===== src/rtl/ex_fifo_pkg.sv =====
// Shared defaults and constant helpers for the ex_sync_fifo family.
package ex_fifo_pkg;

    localparam int DEF_DATA_W = 8;
    localparam int DEF_DEPTH  = 256;
    localparam int DEF_AE_LVL = 4;

    // Ceiling log2 usable in parameter and port-width expressions.
    function automatic int clog2(input int value);
        int res;
        res = 0;
        for (int v = value - 1; v > 0; v = v >> 1) begin
            res = res + 1;
        end
        return res;
    endfunction

endpackage


===== src/rtl/ex_fifo_ram.sv =====
// Dual-port word store: synchronous write, synchronous (FWFT=0) or
// asynchronous (FWFT=1) read.
module ex_fifo_ram
    import ex_fifo_pkg::*;
#(
    parameter int DATA_W = DEF_DATA_W,
    parameter int DEPTH  = DEF_DEPTH,
    parameter int FWFT   = 0
) (
    input  logic                     clk,
    input  logic                     rst,
    input  logic                     w_en,
    input  logic [clog2(DEPTH)-1:0]  w_addr,
    input  logic [DATA_W-1:0]        w_data,
    input  logic                     r_en,
    input  logic [clog2(DEPTH)-1:0]  r_addr,
    output logic [DATA_W-1:0]        r_data
);

    logic [DATA_W-1:0] mem [DEPTH];

    // NOTE: the array is deliberately left unreset so it maps onto RAM
    // macros; only the read-output register below carries a reset.
    always_ff @(posedge clk) begin
        if (w_en) begin
            mem[w_addr] <= w_data;
        end
    end

    if (FWFT != 0) begin : g_async_rd
        logic unused_ctrl;
        assign unused_ctrl = rst ^ r_en;
        assign r_data      = mem[r_addr];
    end else begin : g_sync_rd
        // NOTE: sequential state is always assigned with <= so every
        // register samples the pre-edge values of its neighbours.
        always_ff @(posedge clk) begin
            if (rst) begin
                r_data <= '0;
            end else if (r_en) begin
                r_data <= mem[r_addr];
            end
        end
    end

endmodule


===== src/rtl/ex_sync_fifo.sv =====
// Single-clock FIFO with registered count/status flags, overflow/underflow
// pulses and optional first-word-fall-through read port.
module ex_sync_fifo
    import ex_fifo_pkg::*;
#(
    parameter int DATA_W = DEF_DATA_W,
    parameter int DEPTH  = DEF_DEPTH,
    parameter int AF_LVL = DEPTH - 4,
    parameter int AE_LVL = DEF_AE_LVL,
    parameter int FWFT   = 0
) (
    input  logic                    clk,
    input  logic                    rst,
    input  logic                    w_en,
    input  logic [DATA_W-1:0]       w_data,
    output logic                    w_full,
    output logic                    w_afull,
    input  logic                    r_en,
    output logic [DATA_W-1:0]       r_data,
    output logic                    r_valid,
    output logic                    r_empty,
    output logic                    r_aempty,
    output logic [clog2(DEPTH):0]   count,
    output logic                    overflow,
    output logic                    underflow
);

    localparam int AW = clog2(DEPTH);
    localparam logic [AW:0] FULL_CNT = (AW+1)'(DEPTH);
    localparam logic [AW:0] AF_CNT   = (AW+1)'(AF_LVL);
    localparam logic [AW:0] AE_CNT   = (AW+1)'(AE_LVL);

    logic [AW:0]       wr_ptr, rd_ptr;
    logic [AW:0]       wr_ptr_nxt, rd_ptr_nxt, cnt_nxt;
    logic              wr_acc, rd_acc;
    logic [DATA_W-1:0] ram_q;

    // Acceptance uses the registered flags, so a full FIFO still pops and an
    // empty FIFO still pushes when both requests arrive together.
    assign wr_acc = w_en && !w_full  && !rst;
    assign rd_acc = r_en && !r_empty && !rst;

    assign wr_ptr_nxt = wr_ptr + (AW+1)'(wr_acc);
    assign rd_ptr_nxt = rd_ptr + (AW+1)'(rd_acc);

    // Pointers carry one extra wrap bit, so their difference spans 0..DEPTH.
    assign cnt_nxt = wr_ptr_nxt - rd_ptr_nxt;

    always_ff @(posedge clk) begin
        if (rst) begin
            wr_ptr    <= '0;
            rd_ptr    <= '0;
            count     <= '0;
            w_full    <= 1'b0;
            w_afull   <= 1'b0;
            r_empty   <= 1'b1;
            r_aempty  <= 1'b1;
            overflow  <= 1'b0;
            underflow <= 1'b0;
        end else begin
            wr_ptr    <= wr_ptr_nxt;
            rd_ptr    <= rd_ptr_nxt;
            count     <= cnt_nxt;
            w_full    <= (cnt_nxt == FULL_CNT);
            w_afull   <= (cnt_nxt >= AF_CNT);
            r_empty   <= (cnt_nxt == '0);
            r_aempty  <= (cnt_nxt <= AE_CNT);
            overflow  <= w_en && w_full;
            underflow <= r_en && r_empty;
        end
    end

    ex_fifo_ram #(
        .DATA_W (DATA_W),
        .DEPTH  (DEPTH),
        .FWFT   (FWFT)
    ) u_ram (
        .clk    (clk),
        .rst    (rst),
        .w_en   (wr_acc),
        .w_addr (wr_ptr[AW-1:0]),
        .w_data (w_data),
        .r_en   (rd_acc),
        .r_addr (rd_ptr[AW-1:0]),
        .r_data (ram_q)
    );

    if (FWFT != 0) begin : g_fwft
        // Head word is visible whenever the FIFO holds data; zero otherwise.
        assign r_valid = !r_empty;
        assign r_data  = r_valid ? ram_q : '0;
    end else begin : g_std
        always_ff @(posedge clk) begin
            if (rst) begin
                r_valid <= 1'b0;
            end else begin
                r_valid <= rd_acc;
            end
        end
        assign r_data = ram_q;
    end

endmodule


===== config.mk =====
export PLATFORM = sky130hd
export DESIGN_NAME = ex_sync_fifo
export DESIGN_NICKNAME = d
export VERILOG_FILES = /design/src/rtl/ex_fifo_pkg.sv /design/src/rtl/ex_fifo_ram.sv /design/src/rtl/ex_sync_fifo.sv
export SDC_FILE = /design/constraint.sdc
export NUM_CORES = 2
export LEC_CHECK = 0
export CELL_PAD_IN_SITES_DETAIL_PLACEMENT = 1
export CELL_PAD_IN_SITES_GLOBAL_PLACEMENT = 2
export CORE_UTILIZATION = 45
export DETAILED_ROUTE_END_ITERATION = 10
export GPL_TIMING_DRIVEN = 0
export MAX_ROUTING_LAYER = met4
export PLACE_DENSITY_LB_ADDON = 0.1
export SLEW_MARGIN = 20
export SYNTH_ARGS = -nofsm -noshare
export SYNTH_HDL_FRONTEND = slang
export SYNTH_HIERARCHICAL = 1
export SYNTH_SLANG_ARGS = --single-unit

===== constraint.sdc =====
create_clock -name clk -period 3.43 [get_ports clk]
set_clock_uncertainty 0.1 [all_clocks]
set_input_delay 0.686 -clock clk [delete_from_list [all_inputs] [get_ports clk]]
set_output_delay 0.686 -clock clk [all_outputs]
set_load 0.1 [all_outputs]

======== Word level (Yosys, flattened, before mapping) ========
Memory sizes are Yosys's and may differ from the RTL's. A register that Yosys moved wholly into a read port is not among the register bits.
Index checks and enable logic that the tools add are counted.
storage, ports and cells
  register bits after elaboration ......... 34
  input bits .............................. 12
  memories kept ........................... 1
  RAM bits ................................ 2048
  word-level logic and storage cells ...... 29
  bits in read-only memories .............. 0
  bits in latches ......................... 0
cells by class
  mux-type cells .......................... 2
  bitwise gates (word level) .............. 0
  shift-type cells ........................ 0
  $lt $le $gt $ge ......................... 2
  div/mod/pow operators ................... 0
  multiply operators ...................... 0
  reductions and logical operators ........ 10
  equal/unequal tests ..................... 1
  add/sub/neg operators ................... 3
memory list
  name       depth  bits a word  rd ports  clocked after Yosys merged registers in  write ports  RTL line           text
  u_ram.mem  256    8            1         1                                        1            ex_fifo_ram.sv:20  logic [DATA_W-1:0] mem [DEPTH];
operators by type and width
  operator              count
  $add A9 B1 Y9         2
  $eq A9 B9 Y1 const B  1
  $ge A9 B8 Y1 const B  1
  $le A9 B3 Y1 const B  1
  $logic_not A9 Y1      1
  $sub A9 B9 Y9         1
  $logic_and A1 B1 Y1   6
  $logic_not A1 Y1      3
  $mux W1               2

======== Depth between registers and ports, before layout ========
  depth in word-level cells ............... 6
  gate-level depth with buffers ........... 13
  gate-level depth less buffers ........... 12

======== By module ========
The synthesis kept the hierarchy.
by module, submodules not included
  module        cells an instance  seq. area each (um^2)  area each (um^2)  instances
  ex_fifo_ram   3938               61659.1                80524.7           1
  ex_sync_fifo  194                680.7                  1762.9            1

======== Worst setup path before layout ========
OpenSTA, ideal clock, no wires.
  kind .................................... in2reg
  start ................................... in rst
  end ..................................... reg w_full
  arrival ................................. 3.474 ns
  data required time ...................... 3.242 ns
  cell stages on the path ................. 10
  path slack .............................. -0.232 ns
  path buffers ............................ 1
  cell sequence ........................... clkbuf_1 nor3b_1 ha_1 ha_1 fa_1 o21a_1 o221a_1 or4_1 nand3_1 nor4b_2
between the ends
  cells in the longest elaborated chain, start to end .. 5
  elaborated cells between the ends (all ways) .. 7
  those cells by class .................... 3 x add/sub; 1 x eq/ne; 3 x reduce/logical
ends and longest elaborated chain
  item                     RTL line            text
  from (decl)              ex_sync_fifo.sv:13  input logic rst,
  $logic_not A1 Y1         ex_sync_fifo.sv:41  assign rd_acc = r_en && !r_empty && !rst;
  $logic_and A1 B1 Y1      ex_sync_fifo.sv:41
  named net rd_acc         ex_sync_fifo.sv:35  logic wr_acc, rd_acc;
  $add A9 B1 Y9            ex_sync_fifo.sv:44  assign rd_ptr_nxt = rd_ptr + (AW+1)'(rd_acc);
  named net rd_ptr_nxt[0]  ex_sync_fifo.sv:34  logic [AW:0] wr_ptr_nxt, rd_ptr_nxt, cnt_nxt;
  $sub A9 B9 Y9            ex_sync_fifo.sv:47  assign cnt_nxt = wr_ptr_nxt - rd_ptr_nxt;
  $eq A9 B9 Y1             ex_sync_fifo.sv:64  w_full <= (cnt_nxt == FULL_CNT);
  to (signal assigned)     ex_sync_fifo.sv:64
  to (decl)                ex_sync_fifo.sv:16  output logic w_full,
The timed path passes the listed nets, and every way through them passes these cells.
A chain may end at the register's enable or synchronous reset.

======== Final worst setup path ========
  start ................................... reg wr_ptr[4]
  end ..................................... mem u_ram/mem[156][1] (netlist name), enable pin
RTL lines
  item                    RTL line            text
  from (decl)             ex_sync_fifo.sv:33  logic [AW:0] wr_ptr, rd_ptr;
  from (signal assigned)  ex_sync_fifo.sv:61  wr_ptr <= wr_ptr_nxt;
  to (decl)               ex_fifo_ram.sv:20
No word-level cell before the write port.

==> results.ini <==
[detailed_routing]
antenna_left=0
vias=50400
wl_per_cell_um=51.9
firstDrtPassIters=5
viasPerCell=7.06
wl_um=370000
drtIter0Drc=9299
drc=0

[status]
failed_checks=max-capacitance violations, max-slew violations, negative setup slack
outcome=complete, but fails checks

[synthesis]
synth_edf_count=2048
syn_area_per_cell_um2=19.9
yosys.area_share.adder_pct=0.146
syn_inst=4132
yosys_warnings=6
ys_seq_area_share_pct=75.8
synth.area.mux_share_pct=14.4
ys.flop_type=edfxtp_1
yosys.area_share.simple_pct=3.49
synth_top_family_by_area=multiplexers
synth_nets=4153
synth_seq_cells=2090
syn-cell-area_um2=82300
ys_types=82
synth-xor-area-share_pct=0.202
async_flop_share_pct=0
synth_compound_area_share_pct=3.80

[clock_tree]
clock_latency_ps=850
clk_pin_slew_ps=60
cts-root-buf=clkbuf_16
cts_hold_buf=0
clk_path_buf_depth=3
cts_buffers=215
h-tree-depth=4
clock_sinks=2090
cts_tree=done

[setup_path]
critPathCaptureType=register
critPathMaxFanout=11
setup.worst_path.end=u_ram/mem[156][1]
cpMaxStageDelayCell=nor2_1
worstPathArrival_ps=4120
r2r-end=u_ram/mem[156][1]
r2r-start=wr_ptr[4]
crit_path_start=wr_ptr[4]
crit_buf_inv=1
r2r_setup_slack_ps=-330
critPathTopFamily=simple AND/OR/NAND/NOR gates
slowest_delay_ps=970
path_depth=4
crit_chain=nor2b_1 > nand3_1 > clkbuf_1 > nor2_1
crit_required_ps=3800
critPathLaunchType=register
worstSetupPathType=register to register
rr_worst_depth=4

[cells_and_area]
fillers=15600
final_area_um2=99000
multiInputGateArea_um2=20200
fin_nets=4577
seqCellArea_um2=62400
syn_to_final_growth_pct=20.3
drive_above_1_share_pct=31.0

[global_routing]
grt.total_usage_pct=41.2
grt-ovfl-total=0
use_met2_pct=56.2
use_met3_pct=13.5
top_usage_layer=met2
grt_max_degree=123
grtUsageMet1_pct=53.7
grt_pass1_vias=46800
antenna_found_initial=46
grt_pass1_wl_um=472000

[floorplanning]
rows=156
die_area_um2=185000
ios=36
fp.dieH_um=430
coreArea_um2=181000
start_util_pct=45.4
fp.dieW_um=430

[timing]
rsz0062_at_grt=yes
period_share_pct=110
worst_pin_slew_ps=1510
slew-limit-headroom_pct=-0.534
fmax_mhz=266
hold_violations=0
setup_ws_ps=-328
setup_viol=389
timing.hold.ws_ps=108
layout_min_cycle_time_ps=3760
tns_ps=-34200
drv_slew=11

[placed_design]
place_ws_ps=-2610
hpwl_um=247000
routabilityCongestion=1.02
numPortBuffers=35
post_dp_cell_area_um2=87700

[worst_hold_path]
hold_class=input port to register
whs_path_depth=1

[power_and_ir_drop]
powerDensity_nw_per_um2=564
leakage_nw=30.2
ir_worst_vdd_uv=477

[run]
max-cap-violations=1

==> placed cells by master, fill, tap and decap left out, types with 92 or more instances in the layout <==
cell       netlist  final
edfxtp_1      2048   2048
mux4_2         353    353
mux2i_1        281    276
clkbuf_16        0    217
nor2_4           0    114
nor2_1         327    110
nand2_1        121    108
buf_4            7    105
nor2_2           0    103
o22ai_1         98     96
buf_16           0     92
==> state kept, by name, summed over array words and instances, names as in the netlist, 8 cells and up <==
register / flops
u_ram/mem: 2048
count: 9
u_ram/r_data: 8
rd_ptr: 9
wr_ptr: 9
==> worst min path at each step <==
stage | from | slack [ps] | end
final | w_data[7] | 110 | u_ram/mem[233][7]
after CTS | w_data[7] | 60 | u_ram/mem[232][7]
after global routing | w_data[7] | 80 | u_ram/mem[233][7]
after detailed placement | r_empty | 350 | r_valid
after floorplan | rd_ptr[8] | 440 | rd_ptr[8]
after global placement | r_empty | 340 | r_valid
==> cell usage after synthesis (35+ instances only) <==
cell | instances | area share [%]
nor3_1 | 36 | 0.22
dfxtp_1 | 42 | 1.0
clkbuf_1 | 113 | 0.52
nor2_1 | 327 | 1.5
mux4_2 | 353 | 9.7
mux2i_1 | 281 | 3.4
nand2_1 | 121 | 0.55
o221ai_1 | 46 | 0.49
mux4_1 | 39 | 1.2
a22oi_1 | 49 | 0.45
nand3_1 | 55 | 0.33
a21oi_1 | 50 | 0.30
buf_2 | 44 | 0.27
o21ai_0 | 35 | 0.21
edfxtp_1 | 2048 | 75
o22ai_1 | 98 | 0.75
==> cell families after synthesis <==
group / Yosys count
flops: 2090
buf+inv: 259
xor+xnor: 19
fa+ha+maj: 9
mux: 675
simple gates: 647
compound gates: 433
==> timing repair <==
item,4_1_cts,5_1_grt
gates cloned,0,0
setup buffers,65,38
gates resized for setup,675,203
setup endpoints to repair,2069,1431
pin swaps,16,16
endpoints found under the hold margin,0,0
==> metrics by stage <==
| step | instances | total power, mW | util (%) |
|---|---|---|---|
| floorplan | 4132 | 30.4 | - |
| global placement | 6537 | 32.5 | 47.3 |
| detailed placement | 6615 | 32.3 | 48.4 |
| CTS | 7074 | 55.8 | 54.1 |
| global route | 7120 | 56.7 | 54.6 |
| finish | 7131 | 55.8 | 54.6 |
==> metal layers <==
layer / up-vias / share of wire, %
met5: - / 0
met4: 0 / 7.2
met3: 884 / 14
met2: 4151 / 42
met1: 27300 / 36
li1: 18100 / -
==> area by class of cell <==
cell class              count  share of cell area, %
diodes                     23                 0.0581
plain buffers             237                   3.20
clock buffers             272                   5.74
clock inverters           127                   1.29
inverters                  13                 0.0518
multi-input cells        1783                   20.4
flip-flops and latches   2090                   63.0
well taps                2370                   3.00
repair buffers            216                   3.25
==> power breakdown <==
group	internal (mW)	switching [mW]
combinational	1.41	2.76
clock	13.3	10.3
sequential	28.1	0.0312
Note: power is estimated with default switching activity, not from simulation.
